==> src/rtl/sd_block_engine_pkg.sv <==
// Shared constants for the SD block engine: FSM state encodings, per-byte
// transfer phases, error codes and the card token values.
package sd_block_engine_pkg;

  localparam logic [3:0] ST_IDLE     = 4'd0;
  localparam logic [3:0] ST_RD_TOKEN = 4'd1;
  localparam logic [3:0] ST_RD_DATA  = 4'd2;
  localparam logic [3:0] ST_RD_CRC   = 4'd3;
  localparam logic [3:0] ST_WR_TOKEN = 4'd4;
  localparam logic [3:0] ST_WR_FETCH = 4'd5;
  localparam logic [3:0] ST_WR_DATA  = 4'd6;
  localparam logic [3:0] ST_WR_CRC   = 4'd7;
  localparam logic [3:0] ST_WR_RESP  = 4'd8;
  localparam logic [3:0] ST_WR_BUSY  = 4'd9;
  localparam logic [3:0] ST_FINISH   = 4'd10;

  // PH_CRC is the idle gap in which the shifter CRC is cleared.
  typedef enum logic [1:0] {
    PH_ISSUE = 2'd0,
    PH_SKIP  = 2'd1,
    PH_WAIT  = 2'd2,
    PH_CRC   = 2'd3
  } phase_t;

  localparam logic [2:0] ERR_OK            = 3'd0;
  localparam logic [2:0] ERR_TOKEN_TIMEOUT = 3'd1;
  localparam logic [2:0] ERR_TOKEN         = 3'd2;
  localparam logic [2:0] ERR_CRC           = 3'd3;
  localparam logic [2:0] ERR_WR_REJECT     = 3'd4;
  localparam logic [2:0] ERR_BUSY_TIMEOUT  = 3'd5;

  localparam logic [7:0] TOKEN_START   = 8'hFE;
  localparam logic [4:0] RESP_ACCEPTED = 5'h05;

  function automatic logic is_error_token(input logic [7:0] b);
    return b[7:4] == 4'h0;
  endfunction

  function automatic logic is_resp_accepted(input logic [7:0] b);
    return b[4:0] == RESP_ACCEPTED;
  endfunction

endpackage

==> src/rtl/sd_block_engine.sv <==
// SD block read/write sequencer: drives a byte shifter through token, data,
// CRC, write-response and busy phases and reports a per-transfer status.
module sd_block_engine
  import sd_block_engine_pkg::*;
#(
  parameter int BLOCK_LEN     = 512,
  parameter int TOKEN_TIMEOUT = 4096,
  parameter int BUSY_TIMEOUT  = 65535
) (
  input  logic        clk,
  input  logic        rst,
  input  logic        cmd_read,
  input  logic        cmd_write,
  input  logic [7:0]  wr_data,
  input  logic        wr_valid,
  output logic        wr_ready,
  output logic [7:0]  rd_data,
  output logic        rd_valid,
  output logic        sh_start_write,
  output logic        sh_start_read,
  output logic        sh_crc_reset,
  output logic        sh_crc_source,
  output logic [7:0]  sh_data_in,
  input  logic [7:0]  sh_data_out,
  input  logic        sh_busy,
  input  logic [15:0] sh_crc_out,
  output logic        busy,
  output logic        done,
  output logic [2:0]  err
);

  localparam logic [10:0] LAST_BYTE   = 11'(BLOCK_LEN);
  localparam logic [15:0] TOKEN_LIMIT = 16'(TOKEN_TIMEOUT);
  localparam logic [15:0] BUSY_LIMIT  = 16'(BUSY_TIMEOUT);

  logic [3:0]  state_reg, state_next;
  phase_t      phase_reg, phase_next;
  logic [10:0] byte_cnt_reg, byte_cnt_next;
  logic [15:0] tmo_cnt_reg, tmo_cnt_next;
  logic [15:0] crc_exp_reg, crc_exp_next;
  logic [7:0]  data_reg, data_next;
  logic [2:0]  err_reg, err_next;
  logic        crc_source_reg, crc_source_next;
  logic        crc_bad_reg, crc_bad_next;

  logic        rd_state;
  logic        wr_state;
  logic        xfer_done;
  logic [10:0] byte_cnt_inc;
  logic [15:0] tmo_cnt_inc;

  always_comb begin
    rd_state  = state_reg inside {ST_RD_TOKEN, ST_RD_DATA, ST_RD_CRC, ST_WR_RESP, ST_WR_BUSY};
    wr_state  = state_reg inside {ST_WR_TOKEN, ST_WR_DATA, ST_WR_CRC};
    xfer_done = (rd_state || wr_state) && (phase_reg == PH_WAIT) && !sh_busy;
    byte_cnt_inc = (byte_cnt_reg == 11'h7FF) ? byte_cnt_reg : byte_cnt_reg + 11'd1;
    tmo_cnt_inc  = (tmo_cnt_reg == 16'hFFFF) ? tmo_cnt_reg : tmo_cnt_reg + 16'd1;
  end

  // Status and stream strobes decode registered state, so reset drives them low directly.
  always_comb begin
    sh_start_read  = rd_state && (phase_reg == PH_ISSUE);
    sh_start_write = wr_state && (phase_reg == PH_ISSUE);
    sh_crc_reset   = (phase_reg == PH_CRC) && !sh_busy &&
                     ((state_reg == ST_RD_DATA) || (state_reg == ST_WR_TOKEN));
    sh_crc_source  = crc_source_reg;
    rd_valid       = (state_reg == ST_RD_DATA) && xfer_done;
    rd_data        = rd_valid ? sh_data_out : 8'h00;
    wr_ready       = (state_reg == ST_WR_FETCH);
    busy           = (state_reg != ST_IDLE);
    done           = (state_reg == ST_FINISH);
    err            = err_reg;
    case (state_reg)
      ST_WR_TOKEN: sh_data_in = TOKEN_START;
      ST_WR_DATA:  sh_data_in = data_reg;
      ST_WR_CRC:   sh_data_in = (byte_cnt_reg == 11'd0) ? crc_exp_reg[15:8] : crc_exp_reg[7:0];
      default:     sh_data_in = 8'h00;
    endcase
  end

  always_comb begin
    state_next      = state_reg;
    phase_next      = phase_reg;
    byte_cnt_next   = byte_cnt_reg;
    tmo_cnt_next    = tmo_cnt_reg;
    crc_exp_next    = crc_exp_reg;
    data_next       = data_reg;
    err_next        = err_reg;
    crc_source_next = crc_source_reg;
    crc_bad_next    = crc_bad_reg;

    // Generic byte-transfer sequencing; the state case below overrides it.
    if ((rd_state || wr_state) && (phase_reg == PH_ISSUE)) phase_next = PH_SKIP;
    if (phase_reg == PH_SKIP) phase_next = PH_WAIT;
    if (xfer_done) phase_next = PH_ISSUE;

    case (state_reg)
      ST_IDLE: begin
        if (cmd_read ^ cmd_write) begin
          err_next      = ERR_OK;
          byte_cnt_next = 11'd0;
          tmo_cnt_next  = 16'd0;
          crc_bad_next  = 1'b0;
          phase_next    = PH_ISSUE;
          state_next    = cmd_read ? ST_RD_TOKEN : ST_WR_TOKEN;
        end
      end
      ST_RD_TOKEN: begin
        if (xfer_done) begin
          if (sh_data_out == TOKEN_START) begin
            state_next      = ST_RD_DATA;
            phase_next      = PH_CRC;
            crc_source_next = 1'b1;
          end else if (is_error_token(sh_data_out)) begin
            err_next   = ERR_TOKEN;
            state_next = ST_FINISH;
          end else begin
            tmo_cnt_next = tmo_cnt_inc;
            if (tmo_cnt_inc >= TOKEN_LIMIT) begin
              err_next   = ERR_TOKEN_TIMEOUT;
              state_next = ST_FINISH;
            end
          end
        end
      end
      ST_RD_DATA: begin
        if (phase_reg == PH_CRC) begin
          if (!sh_busy) begin
            phase_next    = PH_ISSUE;
            byte_cnt_next = 11'd0;
          end
        end else if (xfer_done) begin
          byte_cnt_next = byte_cnt_inc;
          if (byte_cnt_inc == LAST_BYTE) begin
            crc_exp_next  = sh_crc_out;
            byte_cnt_next = 11'd0;
            state_next    = ST_RD_CRC;
          end
        end
      end
      ST_RD_CRC: begin
        if (xfer_done) begin
          if (byte_cnt_reg == 11'd0) begin
            byte_cnt_next = 11'd1;
            crc_bad_next  = (sh_data_out != crc_exp_reg[15:8]);
          end else begin
            err_next   = (crc_bad_reg || (sh_data_out != crc_exp_reg[7:0])) ? ERR_CRC : ERR_OK;
            state_next = ST_FINISH;
          end
        end
      end
      ST_WR_TOKEN: begin
        if (phase_reg == PH_CRC) begin
          if (!sh_busy) begin
            state_next    = ST_WR_FETCH;
            phase_next    = PH_ISSUE;
            byte_cnt_next = 11'd0;
          end
        end else if (xfer_done) begin
          phase_next      = PH_CRC;
          crc_source_next = 1'b0;
        end
      end
      ST_WR_FETCH: begin
        if (wr_valid) begin
          data_next  = wr_data;
          state_next = ST_WR_DATA;
          phase_next = PH_ISSUE;
        end
      end
      ST_WR_DATA: begin
        if (xfer_done) begin
          byte_cnt_next = byte_cnt_inc;
          if (byte_cnt_inc == LAST_BYTE) begin
            // Latched so the CRC bytes sent are not disturbed by the shifter updating its CRC.
            crc_exp_next  = sh_crc_out;
            byte_cnt_next = 11'd0;
            state_next    = ST_WR_CRC;
          end else begin
            state_next = ST_WR_FETCH;
          end
        end
      end
      ST_WR_CRC: begin
        if (xfer_done) begin
          if (byte_cnt_reg == 11'd0) begin
            byte_cnt_next = 11'd1;
          end else begin
            byte_cnt_next = 11'd0;
            state_next    = ST_WR_RESP;
          end
        end
      end
      ST_WR_RESP: begin
        if (xfer_done) begin
          if (is_resp_accepted(sh_data_out)) begin
            state_next   = ST_WR_BUSY;
            tmo_cnt_next = 16'd0;
          end else begin
            err_next   = ERR_WR_REJECT;
            state_next = ST_FINISH;
          end
        end
      end
      ST_WR_BUSY: begin
        if (xfer_done) begin
          if (sh_data_out != 8'h00) begin
            err_next   = ERR_OK;
            state_next = ST_FINISH;
          end else begin
            tmo_cnt_next = tmo_cnt_inc;
            if (tmo_cnt_inc >= BUSY_LIMIT) begin
              err_next   = ERR_BUSY_TIMEOUT;
              state_next = ST_FINISH;
            end
          end
        end
      end
      ST_FINISH: begin
        state_next = ST_IDLE;
        phase_next = PH_ISSUE;
      end
      default: begin
        state_next = ST_IDLE;
        phase_next = PH_ISSUE;
      end
    endcase
  end

  always_ff @(posedge clk or posedge rst) begin
    if (rst) begin
      state_reg      <= ST_IDLE;
      phase_reg      <= PH_ISSUE;
      byte_cnt_reg   <= 11'd0;
      tmo_cnt_reg    <= 16'd0;
      crc_exp_reg    <= 16'd0;
      data_reg       <= 8'd0;
      err_reg        <= ERR_OK;
      crc_source_reg <= 1'b0;
      crc_bad_reg    <= 1'b0;
    end else begin
      state_reg      <= state_next;
      phase_reg      <= phase_next;
      byte_cnt_reg   <= byte_cnt_next;
      tmo_cnt_reg    <= tmo_cnt_next;
      crc_exp_reg    <= crc_exp_next;
      data_reg       <= data_next;
      err_reg        <= err_next;
      crc_source_reg <= crc_source_next;
      crc_bad_reg    <= crc_bad_next;
    end
  end

endmodule

==> config.mk <==
export PLATFORM = sky130hd
export DESIGN_NAME = sd_block_engine
export DESIGN_NICKNAME = d
export VERILOG_FILES = /design/src/rtl/sd_block_engine_pkg.sv /design/src/rtl/sd_block_engine.sv
export SDC_FILE = /design/constraint.sdc
export NUM_CORES = 1
export LEC_CHECK = 0
export ABC_CLOCK_PERIOD_IN_PS = 2620
export BUFFER_PORTS_ARGS = -buffer_cell sky130_fd_sc_hd__buf_2
export CORE_MARGIN = 2
export CORE_UTILIZATION = 45
export CTS_CLUSTER_SIZE = 28
export DETAILED_ROUTE_END_ITERATION = 7
export PLACE_DENSITY = 0.68
export SYNTH_ARGS = -nofsm -noshare
export SYNTH_HDL_FRONTEND = slang
export SYNTH_SLANG_ARGS = --single-unit
==> constraint.sdc <==
create_clock -name clk -period 2.62 [get_ports clk]
set_input_delay 0.524 -clock clk [delete_from_list [all_inputs] [get_ports clk]]
set_output_delay 0.524 -clock clk [all_outputs]
set_load 0.005 [all_outputs]
After elaboration in Yosys (flattened, before gate mapping):

Cells that the tools add are included.

* bits in registers: 62
* input port bits: 38
* output and inout bits: 27
* word-level logic and storage cells: 184

* add/subtract/negate cells: 2
* magnitude comparators: 2
* equal/unequal tests: 47
* mux-type cells: 88
* bitwise gates (word level): 1
* reduce and logical (&&, ||, !) cells: 35

Operators with widths (count)
* $mux W16: 12
* $mux W11: 10
* $mux W4: 20
* $pmux W11 S6: 1
* $pmux W16 S4: 1
* $pmux W4 S10: 1
* $mux W3: 13
* $ne A2 B2 Y1 const B: 19
* $pmux W16 S2: 1
* $mux W2: 14
* $pmux W8 S3: 1
* $reduce_and A17 Y1: 1
* $add A16 B1 Y16 const B: 1
* $eq A16 B16 Y1 const B: 1
* $eq A4 B3 Y1 const B: 4
* $ge A16 B13 Y1 const B: 1
* $ge A16 B16 Y1 const B: 1
* $mux W8: 2
* $ne A8 B8 Y1: 2
* $pmux W3 S5: 1
* $eq A4 B4 Y1 const B: 3
* $pmux W2 S6: 1
* $add A11 B1 Y11 const B: 1
* $eq A11 B10 Y1 const B: 1
* other kinds (32): 62

Logic depth before layout (Yosys ltp):

* word-level depth: 10
* gate-level depth with buffers: 10

Worst setup path before layout:

OpenSTA, ideal clock, no wires.

* path type: flip-flop to flip-flop
* from: register tmo_cnt_reg[0]
* to: register err_reg[0] (netlist: err[0])
* arrival time: 2.380 ns
* data required time: 2.492 ns
* slack: 0.112 ns
* stages on the path, launching flop included: 10
* path buffers: 1
* period minus slack after synthesis: 2.508 ns
* cell sequence: dfrtp_1 -> ha_1 -> buf_2 -> nand3_2 -> nor4_1 -> a211oi_1 -> nor4_2 -> a31oi_2 -> nor4b_4 -> mux2_1

* cells in the longest elaborated chain, start to end: 5

RTL lines
* start: declaration: RTL line sd_block_engine.sv:39 `logic [15:0] tmo_cnt_reg, tmo_cnt_next;`
* start signal: assignment: RTL line sd_block_engine.sv:245 `tmo_cnt_reg <= tmo_cnt_next;`
* $add A16 B1 Y16 / $eq A16 B16 Y1 (equally long branches): RTL line sd_block_engine.sv:57 `tmo_cnt_inc = (tmo_cnt_reg == 16'hFFFF) ? tmo_cnt_reg : tmo_cnt_reg + 16'd1;`
* $mux W16 (*): RTL line sd_block_engine.sv:57
* $ge A16 B13 Y1 / $ge A16 B16 Y1 (equally long branches): RTL line sd_block_engine.sv:119, sd_block_engine.sv:212
* $ne A3 B1 Y1 (no line)
* $reduce_and A11 Y1 (no line) (*)
* end signal: assignment: RTL line sd_block_engine.sv:248 `err_reg <= err_next;`
* end: declaration: RTL line sd_block_engine.sv:42 `logic [2:0] err_reg, err_next;`

Every way passes the cells marked *; elsewhere a longest branch is shown, timed or not.
A chain may end at the register's enable or synchronous reset.

Final worst setup path:

* from: register byte_cnt_reg[1]
* to: output port sh_data_in[1]

* cells in the longest elaborated chain, start to end: 3

RTL lines
* start: declaration: RTL line sd_block_engine.sv:38 `logic [10:0] byte_cnt_reg, byte_cnt_next;`
* start signal: assignment: RTL line sd_block_engine.sv:244 `byte_cnt_reg <= byte_cnt_next;`
* $logic_not A11 Y1: RTL line sd_block_engine.sv:76 `ST_WR_CRC: sh_data_in = (byte_cnt_reg == 11'd0) ? crc_exp_reg[15:8] : crc_exp_reg[7:0];`
* $mux W8: RTL line sd_block_engine.sv:76
* $pmux W8 S3: RTL line sd_block_engine.sv:73 `case (state_reg)`
* end: declaration: RTL line sd_block_engine.sv:23 `output logic [7:0] sh_data_in,`

No other way between the ends.

==> impl_summary.txt <==
----------------------------------------------------
[Setup path]
  Required arrival time at the worst endpoint ... 2.10 ns
  Crit. End Element ... output pin
  Arrival time reported for the critical path endpoint ... 2.16 ns
  Cell with the largest stage delay on the worst path ... sky130_fd_sc_hd__dfrtp_2
  Crit path cell chain ... inv_2 -> ha_4 -> nor4b_4 -> nand3_1 -> buf_6 -> buf_12 -> mux2_4 -> nand2_2 -> a21oi_2 -> buf_2
  Largest delay share family, worst path ... buffers and inverters
  Number of buffers and inverters on the critical path ... 4
  Setup crit start kind ... flip-flop
  CP max FO ... 5
  Slowest stage delay, CP ... 0.42 ns
  WS Path Type ... reg -> out

[Synth]
  Combined area of all synthesized cells ... 0.00457 sq mm
  EDFF count, synth ... 0
  Top-count cell post-synth ... sky130_fd_sc_hd__dfrtp_1
  Number of standard cells after synthesis ... 545
  Biggest area contributors in the synthesized netlist ... sky130_fd_sc_hd__dfrtp_1 (34%), sky130_fd_sc_hd__a21oi_1 (5.5%), sky130_fd_sc_hd__nand2_1 (5.0%)
  Share of synthesized registers carrying an async set or reset ... 1.00
  FF+latch count, synth ... 62
  Top flip-flop cell by instance count after synthesis ... sky130_fd_sc_hd__dfrtp_1
  Top cells by instance count after synthesis ... sky130_fd_sc_hd__dfrtp_1 (62), sky130_fd_sc_hd__nand2_1 (61), sky130_fd_sc_hd__a21oi_1 (50)
  Post-Synthesis Net Count ... 586
  Unique cell type count in the Yosys netlist ... 76
  Leading area contributor after synthesis ... sky130_fd_sc_hd__dfrtp_1
  Seq/Total Area, Yosys ... 0.339
  Syn. warnings ... 0
  Syn Area/Cell ... 8.39 sq um
  Synth top area share ... 0.339

[Outcome]
  Violations in the final reports ... setup timing
  Outcome ... finished, violations left

[CTS]
  Clk buf depth ... 2
  H-tree level count ... 3
  Clock-pin slew reported for the worst setup and hold paths after clock tree synthesis ... 0.07 ns
  Clock latency reported for the late side of the worst-skew pair ... 0.36 ns
  CTS root buffer ... sky130_fd_sc_hd__clkbuf_8
  Number of clock buffers inserted by TritonCTS ... 9
  Clock net sink count ... 62
  TritonCTS clock tree ... done

[Power]
  Power Internal ... 3.05 mW
  Clock network fraction of design power ... 0.173
  Combinational Power Share ... 0.540
  Switching part of the total ... 0.414
  Leakage power ... 2.52 nW
  Peak supply drop ... 0.000582 V
  Power spent charging and discharging nets ... 2.15 mW
  Sequential group share of total power ... 0.287
  Areal power density over the cells ... 900 mW/mm^2

[Route]
  Wire length reported by the detailed router ... 13.4 mm
  Initial drt markers ... 253
  Detailed-route via count ... 4,624
  1st-pass router iterations ... 6
  Routed wirelength normalized by instance count ... 17.2 microns
  Detailed-route DRC error count ... 0
  Number of routed nets with antenna violations ... 0
  Ratio of routed vias to standard cells ... 5.93

[STA]
  Worst-margin pin slew ... 0.621 ns
  Clock period minus worst slack ... 2.68 ns
  Setup repair after global routing missed its margin ... yes
  Fmax ... 373 MHz
  Final TNS setup ... -0.186 ns
  Least setup slack across all paths after layout ... -0.0606 ns
  Share of the clock period used by the worst path ... 1.02
  Worst-case clock skew ... 0.0107 ns
  Worst relative slew slack ... 0.585
  Fin. Hold Viols ... 0
  Worst hold slack after final layout ... 0.239 ns
  Number of endpoints failing setup at the final stage ... 7
  Number of max-slew violations in the final report ... 0

[Die]
  Width of the chip ... 105 microns
  I/O pins ... 65
  Die area ... 0.0110 sq mm
  Site Rows ... 36
  Starting density of the core ... 0.466
  Core Area ... 0.00982 sq mm
  Vertical die dimension ... 105 microns

[Global route]
  Global-route wire length before repair ... 22.0 mm
  Gr ovfl total ... 0
  Initial antenna violation count ... 0
  Vias in the first global route ... 4,534
  Gr usage total ... 0.247
  Maximum number of pins on one net before global-route repair ... 35

[Placed design]
  Number of instances in the placed design ... 755
  Minimum setup slack after placement ... -0.0639 ns
  Placer Congestion ... 0.947
  Buffers added on ports ... 64
  Detailed Place HPWL ... 9.95 mm

[Hold path]
  Type of the most critical hold path ... in -> async

[Final layout]
  Antenna cell count ... 0
  Area growth syn-to-layout ... 26.4%
  NumNets Final ... 683
  Ratio of cells with drive above 1 in the final layout ... 0.331
  Final cell count without fillers ... 780

[Job]
  Maximum Capacitance Violations ... 0

----------------------------------------------------
==> per-stage QoR <==
| stage | util | power [mW] | instance area (sq um) |
|---|---|---|---|
| 6_report | 0.589 | 5.21 | 5780 |
| 4_1_cts | 0.576 | 5.04 | 5650 |
| 5_1_grt | 0.589 | 5.56 | 5780 |
| 3_3_place_gp | 0.538 | 3.85 | 5290 |
| 3_5_place_dp | 0.538 | 3.91 | 5290 |
| 2_1_floorplan | - | 3.04 | 4570 |
==> repair_timing <==
item | 4_1_cts | 5_1_grt
setup buffers | 5 | 3
resized for setup | 33 | 17
endpoints found under the setup margin | 22 | 39
hold buffers | 0 | 0
hold endpoints to repair | 0 | 0
pin swaps | 9 | 6
gates cloned | 0 | 1
==> worst register-to-register path: stages (launching register included) <==
cell	delay [ns]
sky130_fd_sc_hd__dfrtp_2	0.41
sky130_fd_sc_hd__buf_4	0.16
sky130_fd_sc_hd__ha_1	0.20
sky130_fd_sc_hd__and2_2	0.24
sky130_fd_sc_hd__nand4_4	0.10
sky130_fd_sc_hd__buf_4	0.15
sky130_fd_sc_hd__nand2_1	0.07
sky130_fd_sc_hd__a22oi_2	0.25
sky130_fd_sc_hd__nand3_2	0.16
sky130_fd_sc_hd__nor2_4	0.13
sky130_fd_sc_hd__buf_12	0.16
sky130_fd_sc_hd__mux2_1	0.35
==> cell usage in the layout, fill, tap and decap left out, types with 12 or more instances in the layout <==
| cell | count |
|---|---|
| sky130_fd_sc_hd__buf_2 | 64 |
| sky130_fd_sc_hd__nand2_1 | 56 |
| sky130_fd_sc_hd__dfrtp_1 | 53 |
| sky130_fd_sc_hd__buf_4 | 48 |
| sky130_fd_sc_hd__a21oi_1 | 43 |
| sky130_fd_sc_hd__nor2_1 | 41 |
| sky130_fd_sc_hd__o21ai_0 | 35 |
| sky130_fd_sc_hd__xnor2_1 | 21 |
| sky130_fd_sc_hd__mux2_1 | 20 |
| sky130_fd_sc_hd__nand3_1 | 19 |
| sky130_fd_sc_hd__nor3_1 | 15 |
| sky130_fd_sc_hd__and3_1 | 15 |
| sky130_fd_sc_hd__nand4_1 | 12 |
| sky130_fd_sc_hd__mux2_2 | 12 |
==> layer usage <==
layer / share of wire / track usage / vias to the layer above / routed length (microns)
met5: 0 / 0 / - / 0
met4: 0.034 / 0.121 / 0 / 456
met3: 0.050 / 0.0374 / 35 / 673
met2: 0.50 / 0.421 / 162 / 6720
met1: 0.42 / 0.304 / 2216 / 5590
li1: - / - / 2211 / -
==> power groups by stage <==
stage / Combinational, mW / Clock (mW) / Sequential, mW
floorplan: 1.64 / 0 / 1.40
detailed placement: 2.40 / 0 / 1.51
finish: 2.81 / 0.898 / 1.49
global placement: 2.35 / 0 / 1.50
global route: 3.08 / 0.954 / 1.53
CTS: 2.64 / 0.909 / 1.49
==> layout make-up <==
class / instances / area (sq um)
multi-input cells: 439 / 3000
well taps: 133 / 166
flip-flops and latches: 62 / 1560
clock buffers: 11 / 151
repair buffers: 118 / 797
inverters: 12 / 45.0
clock inverters: 5 / 57.6
fillers: 908 / 4040
==> path summary, 6_finish.rpt <==
| path | start | endpoint | slack [ns] | cells past startpoint |
|---|---|---|---|---|
| worst min register to register | err[0]$_DFFE_PP0P_ | err[0]$_DFFE_PP0P_ | 0.48 | 1 |
| worst max register to register | byte_cnt_reg[0]$_DFFE_PP0P_ | crc_exp_reg[13]$_DFFE_PP0P_ | 0.12 | 11 |
| min in group clk | sh_crc_out[14] | crc_exp_reg[14]$_DFFE_PP0P_ | 0.38 | 2 |
| worst max-delay path | byte_cnt_reg[1]$_DFFE_PP0P_ | sh_data_in[1] | -0.06 | 10 |
| max in group asynchronous | rst | byte_cnt_reg[5]$_DFFE_PP0P_ | 1.76 | 3 |
| worst min-delay path | rst | crc_exp_reg[8]$_DFFE_PP0P_ | 0.24 | 2 |
==> kinds of logic (layout without fill, tap and decap cells) <==
kind of cell               Yosys count  count (layout)  synth area share
and+or+nand+nor                    223             223             0.263
AOI/OAI and AO/OA                  153             153             0.212
DFF                                 62              62             0.339
buffers and inverters               44             146            0.0427
muxes                               38              38            0.0927
xor gates and xnor gates            22              22            0.0421
adders and majority gates            3               3           0.00821
Power figures use the tool's default switching activity.
